==> src/rtl/rr_grant_sequencer_pkg.sv <==
// Shared definitions for the round-robin grant sequencer and related arbiters.
package rr_grant_sequencer_pkg;

  localparam int unsigned N_REQ = 8;
  localparam int unsigned IDX_W = 3;

  // Pointer reset value: the first search after reset starts at requester 0.
  localparam logic [IDX_W-1:0] LAST_RST = 3'd7;

  typedef enum logic [1:0] {
    ST_IDLE  = 2'b00,
    ST_GRANT = 2'b01,
    ST_GAP   = 2'b10
  } state_t;

endpackage

==> src/rtl/rr_grant_sequencer_if.sv <==
// Request/grant bundle between requesters and the grant sequencer.
interface rr_grant_sequencer_if;
  import rr_grant_sequencer_pkg::*;

  logic [N_REQ-1:0] req;
  logic             done;
  logic [IDX_W-1:0] grant_idx;
  logic             grant_en;
  logic             busy;
  logic             timeout;

  modport master (
    output req,
    output done,
    input  grant_idx,
    input  grant_en,
    input  busy,
    input  timeout
  );

  modport slave (
    input  req,
    input  done,
    output grant_idx,
    output grant_en,
    output busy,
    output timeout
  );

endinterface

==> src/rtl/rr_grant_sequencer_next_idx.sv <==
// rr_next_idx: rotate-and-priority-encode. Picks the first set request bit
// scanning upward from (last+1) with wrap; 'last' itself has lowest priority.
module rr_next_idx
  import rr_grant_sequencer_pkg::*;
(
  input  logic [N_REQ-1:0] i_req,
  input  logic [IDX_W-1:0] i_last,
  output logic [IDX_W-1:0] o_winner,
  output logic             o_any_req
);

  logic [IDX_W-1:0] w_idx;

  // Scan from farthest to nearest so the nearest set bit after 'last' wins.
  always_comb begin
    o_winner = '0;
    w_idx    = '0;
    for (int i = N_REQ; i >= 1; i--) begin
      w_idx = i_last + IDX_W'(i);
      if (i_req[w_idx]) begin
        o_winner = w_idx;
      end
    end
  end

  assign o_any_req = |i_req;

endmodule

==> src/rtl/rr_grant_sequencer.sv <==
// rr_grant_sequencer: 8-way round-robin arbiter driving a 3-to-8 decoder.
// Grants are held until done, owner request drop, or (with GRANT_TIMEOUT_EN
// defined) MAX_GRANT cycles; one dead cycle separates consecutive grants.
//
//   state  | meaning
//   IDLE   | no grant; arbitrate among pending requests
//   GRANT  | grant_en high for grant_idx; watch release conditions
//   GAP    | one dead cycle with grant_en low before re-arbitration
module rr_grant_sequencer
  import rr_grant_sequencer_pkg::*;
#(
  parameter int unsigned MAX_GRANT = 16
) (
  input  logic                       clk,
  input  logic                       rst_n,
  rr_grant_sequencer_if.slave        io_arb
);

  if ((MAX_GRANT < 1) || (MAX_GRANT > 255)) begin : g_bad_max_grant
    $error("MAX_GRANT must be within 1..255");
  end

  state_t           r_state;
  state_t           w_state_nxt;
  logic [IDX_W-1:0] r_grant_idx;
  logic [IDX_W-1:0] w_grant_idx_nxt;
  logic             r_grant_en;
  logic             w_grant_en_nxt;
  logic [IDX_W-1:0] r_last;
  logic [IDX_W-1:0] w_last_nxt;

  logic [IDX_W-1:0] w_winner;
  logic             w_any_req;
  logic             w_rel_done;
  logic             w_rel_drop;

`ifdef GRANT_TIMEOUT_EN
  localparam logic [7:0] TMR_LAST = 8'(MAX_GRANT - 1);

  logic [7:0] r_timer;
  logic [7:0] w_timer_nxt;
  logic       r_timeout;
  logic       w_timeout_nxt;
  logic       w_rel_tmo;

  assign w_rel_tmo = (r_timer == TMR_LAST);
`endif

  rr_next_idx u_next_idx (
    .i_req     (io_arb.req),
    .i_last    (r_last),
    .o_winner  (w_winner),
    .o_any_req (w_any_req)
  );

  assign w_rel_done = io_arb.done;
  assign w_rel_drop = ~io_arb.req[r_grant_idx];

  // State and registered outputs; synchronous active-low reset.
  always_ff @(posedge clk) begin
    if (!rst_n) begin
      r_state     <= ST_IDLE;
      r_grant_idx <= '0;
      r_grant_en  <= 1'b0;
      r_last      <= LAST_RST;
`ifdef GRANT_TIMEOUT_EN
      r_timer     <= '0;
      r_timeout   <= 1'b0;
`endif
    end else begin
      r_state     <= w_state_nxt;
      r_grant_idx <= w_grant_idx_nxt;
      r_grant_en  <= w_grant_en_nxt;
      r_last      <= w_last_nxt;
`ifdef GRANT_TIMEOUT_EN
      r_timer     <= w_timer_nxt;
      r_timeout   <= w_timeout_nxt;
`endif
    end
  end

  // Next-state and next-output decode.
  always_comb begin
    w_state_nxt     = r_state;
    w_grant_idx_nxt = r_grant_idx;
    w_grant_en_nxt  = r_grant_en;
    w_last_nxt      = r_last;
`ifdef GRANT_TIMEOUT_EN
    w_timer_nxt     = r_timer;
    w_timeout_nxt   = 1'b0;
`endif
    case (r_state)
      ST_IDLE: begin
        if (w_any_req) begin
          w_grant_idx_nxt = w_winner;
          w_grant_en_nxt  = 1'b1;
          w_last_nxt      = w_winner;
          w_state_nxt     = ST_GRANT;
`ifdef GRANT_TIMEOUT_EN
          w_timer_nxt     = '0;
`endif
        end
      end
      ST_GRANT: begin
`ifdef GRANT_TIMEOUT_EN
        if (w_rel_done || w_rel_drop || w_rel_tmo) begin
          w_grant_en_nxt = 1'b0;
          w_state_nxt    = ST_GAP;
          // Timer-only release is reported; owner-initiated release is not.
          w_timeout_nxt  = w_rel_tmo & ~w_rel_done & ~w_rel_drop;
        end else begin
          w_timer_nxt = (r_timer == 8'hFF) ? r_timer : (r_timer + 8'd1);
        end
`else
        if (w_rel_done || w_rel_drop) begin
          w_grant_en_nxt = 1'b0;
          w_state_nxt    = ST_GAP;
        end
`endif
      end
      ST_GAP: begin
        w_grant_en_nxt = 1'b0;
        w_state_nxt    = ST_IDLE;
      end
      default: begin
        w_grant_en_nxt = 1'b0;
        w_state_nxt    = ST_IDLE;
      end
    endcase
  end

  assign io_arb.grant_idx = r_grant_idx;
  assign io_arb.grant_en  = r_grant_en;
  assign io_arb.busy      = (r_state == ST_GRANT) || (r_state == ST_GAP);
`ifdef GRANT_TIMEOUT_EN
  assign io_arb.timeout   = r_timeout;
`else
  assign io_arb.timeout   = 1'b0;
`endif

endmodule

==> src/flat_wrapper.sv <==
// flat-port wrapper written by rule: the top's interface ports become plain ports
module rr_grant_sequencer_flat import rr_grant_sequencer_pkg::*;
#(
  parameter int unsigned MAX_GRANT = 16
)
  (clk, rst_n, io_arb_req, io_arb_done, io_arb_grant_idx, io_arb_grant_en, io_arb_busy, io_arb_timeout);
  rr_grant_sequencer_if io_arb_i ();
  input  logic clk;
  input  logic rst_n;
  input wire logic [$bits(io_arb_i.req)-1:0] io_arb_req;
  input wire logic [$bits(io_arb_i.done)-1:0] io_arb_done;
  output wire logic [$bits(io_arb_i.grant_idx)-1:0] io_arb_grant_idx;
  output wire logic [$bits(io_arb_i.grant_en)-1:0] io_arb_grant_en;
  output wire logic [$bits(io_arb_i.busy)-1:0] io_arb_busy;
  output wire logic [$bits(io_arb_i.timeout)-1:0] io_arb_timeout;
  assign io_arb_i.req = io_arb_req;
  assign io_arb_i.done = io_arb_done;
  assign io_arb_grant_idx = io_arb_i.grant_idx;
  assign io_arb_grant_en = io_arb_i.grant_en;
  assign io_arb_busy = io_arb_i.busy;
  assign io_arb_timeout = io_arb_i.timeout;
  rr_grant_sequencer #(.MAX_GRANT(MAX_GRANT)) u_core (.clk(clk), .rst_n(rst_n), .io_arb(io_arb_i));
endmodule
==> config.mk <==
export PLATFORM = sky130hd
export DESIGN_NAME = rr_grant_sequencer_flat
export DESIGN_NICKNAME = d
export VERILOG_FILES = /design/src/rtl/rr_grant_sequencer_pkg.sv /design/src/rtl/rr_grant_sequencer_if.sv /design/src/rtl/rr_grant_sequencer_next_idx.sv /design/src/rtl/rr_grant_sequencer.sv /design/src/flat_wrapper.sv
export SDC_FILE = /design/constraint.sdc
export NUM_CORES = 1
export LEC_CHECK = 0
export ABC_AREA = 1
export CORE_MARGIN = 2
export CORE_UTILIZATION = 50
export CTS_CLUSTER_SIZE = 14
export DETAILED_ROUTE_END_ITERATION = 8
export PLACE_DENSITY = 0.78
export SLEW_MARGIN = 20
export SYNTH_ARGS = -nofsm -noshare
export SYNTH_HDL_FRONTEND = slang
export SYNTH_SLANG_ARGS = --single-unit
==> constraint.sdc <==
create_clock -name clk -period 2.6 [get_ports clk]
set_input_delay 0.52 -clock clk [delete_from_list [all_inputs] [get_ports clk]]
set_output_delay 0.52 -clock clk [all_outputs]
set_load 0.01 [all_outputs]
==> out/results.ini <==
[outcome]
outcome=completed

[detailed_routing]
totalWireLength_um=2695
drtAntennaViolNets=0
wl_per_cell_um=11.62
post-route-drc-count=0
viasPerCell=5.280
dr.pass1.iters=4
vias=1225
drt_iter0_markers=32

[sta]
hold-worst-slack_ps=461.3
fin_skew_ps=2.267
finalCritPeriodShare=0.8560
hold_viol=0
maxSlewViolCount=0
period_minus_slack_ps=2226
rsz0062_at_grt=no
finalSetupViolations=0
setup_slack_ps=374.3
max_freq_ghz=0.4493
tns_ps=0

[worst_setup_path]
crit_chain=inv_4 -> ha_1 -> inv_1 -> nand3_1 -> nand3_2 -> nand2_2 -> inv_2 -> nand2_1 -> nand2_1 -> nand2_1 -> nand2_1 -> nand2_1 -> nand2_1 -> nand2_1 -> nand2_1 -> nand2_1
r2r_slack_ps=370
arrival_ps=2360
r2r_end=u_core.r_last[1]
reg2reg_depth=16
crit_top_cell=nand2_1
crit_type=flop to flop
end_kind=flop
startpoint=u_core.r_last[0]
startpoint_type=flop
critPathMaxStageDelay_ps=410
cp_slowest_cell=ha_1
crit_required_ps=2730
cp_max_fo=12
r2r_start=u_core.r_last[0]

[floorplan]
start_util=0.5322
die_h_um=52.53
ios=17
die_width_um=52.53
dieArea_mm2=0.002759
fp-row-count=17
core_area_mm2=0.002212

[logic_synthesis]
synth_cells=189
synth-seq-cells=8
ys.warnings.count=0
synth_area_mm2=0.001177
ys_types=30
yosysSeqAreaShare=0.1360
avgSynthCellArea_um2=6.230
syn_nets=205

[layout]
diodes=0
area_growth_pct=14.03
mostFrequentLayoutCells=nand2_1 (63), nand3_1 (24), inv_1 (18)
drive_gt1_frac=0.1912
final_common_cell=nand2_1
nNetsFinal=222
finish.instance_area_mm2=0.001343

[grt]
grt_pass1_wl_um=4733
grt_use_met1=0.3000
grt_max_degree=13
grt_antenna_before_repair=0
grt_util_met3=0.01143
grt_pass1_vias=1136
grtUsageMet2=0.3792
gr-max-usage-layer=met2
grtUsageTotal=0.2224
grt_overflow=0

[power]
p_per_area_mw_per_mm2=1423
seqPwrFrac=0.116
clkPwrFrac=0.046
peakVddDrop_v=0.0009078
power_frac_comb=0.838
power.internal_uw=814.9
p_leak_uw=0.0006966
p_switching_uw=1095
swShare=0.5734

[placement]
dp_slack_ps=229.6
dp_hpwl_um=2285
io_buffer_count=15
dpl_cell_area_mm2=0.001320
routabilityCongestion=0.9492

[clock_network]
numCtsBuffers=3
cts_buffer_depth=2
clkSlewWorstSetupHoldPaths_ps=50
postCtsSetupBuffers=0
clkLatencyLatePin_ps=240
hold_buffers=0
cts_tree=yes
cts_resized=0
htreeDepth=1
cts_sinks=8
root_buffer=clkbuf_4

[worst_hold_path]
worstHoldEndpoint=u_core.r_state[1]
hold_path_class=flop to flop
min-delay-start=u_core.r_state[1]
hold_depth=2

[flow_run]
max_cap_viol_count=0

-- how the worst max path moves through the flow --
stage / cells after the start / to
2_1_floorplan: 19 / u_core.r_last[0]
3_3_place_gp: 6 / u_core.r_last[0]
3_5_place_dp: 6 / u_core.r_last[0]
4_1_cts: 16 / u_core.r_last[1]
5_1_grt: 17 / u_core.r_last[1]
6_report: 16 / u_core.r_last[1]
-- cells by family (layout without fill, tap and decap cells) --
group	count (synthesis)	in the layout	share of synthesized area
adders and majority gates	5	5	0.05313
xor gates and xnor gates	2	2	0.02126
other	1	1	0.003185
buffers and inverters	30	45	0.1350
and+or+nand+nor	121	121	0.5303
DFF	8	8	0.1360
AOI/OAI and AO/OA	22	22	0.1212
-- power by group through the flow --
stage / sequential (uW) / clock, uW / combinational [uW]
4_1_cts: 221 / 94.6 / 1610
5_1_grt: 228 / 103 / 1850
3_3_place_gp: 221 / 0 / 1570
6_report: 222 / 87.8 / 1600
3_5_place_dp: 223 / 0 / 1610
2_1_floorplan: 203 / 0 / 1370
-- metrics by stage --
stage	cells	utilization	power, uW
6_report	232	0.6069	1910
5_1_grt	232	0.6069	2176
4_1_cts	232	0.6069	1928
3_5_place_dp	229	0.5967	1832
3_3_place_gp	229	0.5967	1794
2_1_floorplan	189	-	1570
-- critical path: cells and delay by family (launching register included) --
family | cells | cell delay, ps
buffers and inverters | 3 | 420
adders and majority gates | 1 | 410
and+or+nand+nor | 12 | 900
DFF | 1 | 370
-- sequential cells by signal, summed over array words and instances (netlist names) --
| signal | flops |
|---|---|
| u_core.r_last | 3 |
| u_core.r_state | 2 |
| u_core.io_arb.grant_idx | 3 |
-- cell type report --
type                       count  area, um^2
fill                         225       869.6
multi-input combinational    151       858.3
timing repair buffer          17       165.2
sequential                     8       160.2
inverter                      25       101.3
tap                           28       35.03
clock buffer                   3       22.52
-- cell usage after synthesis --
| cell | n | area, um^2 |
|---|---|---|
| o32ai_1 | 1 | 8.760 |
| buf_12 | 1 | 20.02 |
| a21oi_2 | 2 | 17.52 |
| o21ai_0 | 2 | 10.01 |
| clkinv_4 | 1 | 8.760 |
| o2111ai_1 | 1 | 8.760 |
| inv_1 | 18 | 67.56 |
| buf_6 | 2 | 22.52 |
| xnor2_2 | 1 | 16.27 |
| nand3_2 | 9 | 90.09 |
| inv_2 | 5 | 18.77 |
| nand2_4 | 5 | 56.30 |
| o211ai_1 | 2 | 15.01 |
| nand2_2 | 6 | 37.54 |
| o21a_2 | 1 | 8.760 |
| conb_1 | 1 | 3.750 |
| o221ai_1 | 1 | 8.760 |
| a31oi_1 | 1 | 6.260 |
| inv_4 | 1 | 6.260 |
| buf_4 | 2 | 15.01 |
| nand3_4 | 2 | 35.03 |
| o21ai_2 | 1 | 8.760 |
| or4_1 | 1 | 7.510 |
| dfxtp_1 | 8 | 160.2 |
| nor2_1 | 11 | 41.29 |
| xor2_1 | 1 | 8.760 |
| nand3_1 | 24 | 120.1 |
| nand2_1 | 63 | 236.5 |
| a21oi_1 | 10 | 50.05 |
| ha_1 | 5 | 62.56 |
-- layer usage --
| metal | wire (um) | vias to the layer above |
|---|---|---|
| li1 | - | 645 |
| met1 | 1268 | 555 |
| met2 | 1314 | 23 |
| met3 | 101 | 2 |
| met4 | 10 | 0 |
| met5 | 0 | - |
(Power assumes the default switching activity.)
==> RTL change (config.mk and constraints unchanged) <==
Make the reset (`rst_n`) asynchronous in one clocked block. Comments in the files are not updated.
--- a/src/rtl/rr_grant_sequencer.sv
+++ b/src/rtl/rr_grant_sequencer.sv
@@ -59,3 +59,3 @@
   // State and registered outputs; synchronous active-low reset.
-  always_ff @(posedge clk) begin
+  always_ff @(posedge clk or negedge rst_n) begin
     if (!rst_n) begin
Formal check against the unedited RTL: differs if rst_n is asserted again (counterexample within 4 cycles, from zero or initial values and one cycle with rst_n low); with rst_n held inactive, the same outputs for 10 cycles.
==> RTL change against the unedited design <==
Sequential cell count unchanged. Area after synthesis down 7.0%. Count of clock-buffer cells in the layout up 1. Utilization up 2.7 points. Sequential share of layout area up 4.0 points. Highest routed layer is now met3. Hold slack better by 0.079 ns. First-iteration DRC count up 13%. Cell area down 4.5%. Wire length up 2.2%. Worst setup slack worse by 0.049 ns.
Power is left out: the tool's default activity adds up to more than one toggle a clock period on the data nets, which glitch-free logic cannot reach.
==> RTL change: results (changes against the unedited design) <==
status=finished, final reports clean; number of global-route vias before repair=1139 (+0.26%); Final Non-Filler Cells=224 (-3.4%); Synth Area in Adders=5.71% (+0.40 points); Skew-Pair Late Insertion Delay=0.24 ns (about the same); clk_skew=0.00447 ns (+0.00221 ns); clock root buffer=clkbuf_4; YS warnings=0 (unchanged); Synth area leaders=nand2_1 (23%), nand3_1 (12%), dfrtp_1 (11%), dfstp_2 (7.2%), nand3_2 (6.4%); GRT Total Usage=23.9% (+1.7 points); ys async rst share=100% (+100 points); ys flop type=dfrtp_1; Crit Reg-Reg Startpoint=u_core.r_last[1]; Worst Path Class, Setup=flip-flop to flip-flop; Crit-path slowest cell=dfstp_2; Synth cell types=29 (-3.3%); detailed placement HPWL=2260 µm (-1.1%); WL final=2750 µm (+2.2%); commonest cells in the netlist=nand2_1 (67), nand3_1 (26), inv_1 (18); total CTS buffers=3 (unchanged); CP max stage delay=0.52 ns (+0.11 ns); fin nets=214 (-3.6%); Syn Nets=196 (-4.4%); Setup WS pre-CTS=0.247 ns (+0.0173 ns); wire length of the first global-routing pass=4750 µm (+0.30%); overflow left after global routing=0 (unchanged); Compound-Gate Fraction of Synth Area=10.3% (-1.8 points); gp weighted congestion=0.982 (+3.5%); Inserted Diodes=0 (unchanged); initial detailed-routing violation count=36 (+13%); arrival time worst endpoint=2.41 ns (+0.05 ns); placed insts=220 (-3.9%); xor-xnor portion of the synthesized cell area=3.09% (+0.96 points); worst-path maximum fanout=7 (-5); register area share after synthesis=18.6% (+5.0 points); Hold WC Path Type=primary input to asynchronous set/reset pin; Mapped Cells=180 (-4.8%); layout cells sized above 1=16.2% (-2.9 points); multiplexer share of the synthesized area=0.914% (+0.91 points); Vias per Instance=5.33 (+1.0%)
[RTL change: cell count changes after synthesis, sizes merged, moves of 3 or more]
cell   unedited run  this run
dfstp             0         3
nor2             11         5
dfrtp             0         5
dfxtp             8         0
[RTL change: what timing repair did]
item | 4_1_cts | 5_1_grt
gates resized for setup | 0 | 1
setup buffers | 0 | 0
setup endpoints to repair | 0 | 1
[RTL change: final cells by class]
cell class	instances	area, µm²
repair buffers	17	165
inverters	22	82.6
flip-flops and latches	8	204
fillers	199	739
well taps	27	33.8
multi-input cells	146	771
clock buffers	4	26.3
[RTL change: path summary, 6_finish.rpt]
path	endpoint	slack, ns	depth (start not counted)
max	u_core.io_arb.grant_idx[1]	0.33	16
min	u_core.io_arb.grant_idx[1]	0.54	1
max reg2reg	u_core.io_arb.grant_idx[1]	0.33	16
min reg2reg	u_core.io_arb.grant_idx[2]	0.56	2
max in group asynchronous	u_core.r_last[2]	1.76	1
min in group clk	u_core.io_arb.grant_idx[2]	0.56	2
[RTL change: cells by family (layout without fill, tap and decap cells)]
logic type | Yosys count | count (layout)
adders and majority gates | 5 | 5
muxes | 1 | 1
AOI/OAI and AO/OA | 19 | 19
buffers and inverters | 26 | 43
xor gates and xnor gates | 3 | 3
and+or+nand+nor | 117 | 117
other | 1 | 1
DFF | 8 | 8
[RTL change: routing by layer]
metal	global-route usage (%)	vias to the layer above	share of wire [%]
met5	0	-	0
met4	4.05	0	0
met3	1.79	0	5.0
met2	44.1	33	50
met1	30.7	548	45
li1	-	614	-
[RTL change: stage by stage]
step / cell area (µm²) / hold slack [ns]
5_1_grt: 1280 / 0.557
2_1_floorplan: 1090 / 0.224
4_1_cts: 1280 / 0.542
3_5_place_dp: 1260 / 0.554
6_report: 1280 / 0.540
3_3_place_gp: 1260 / 0.548
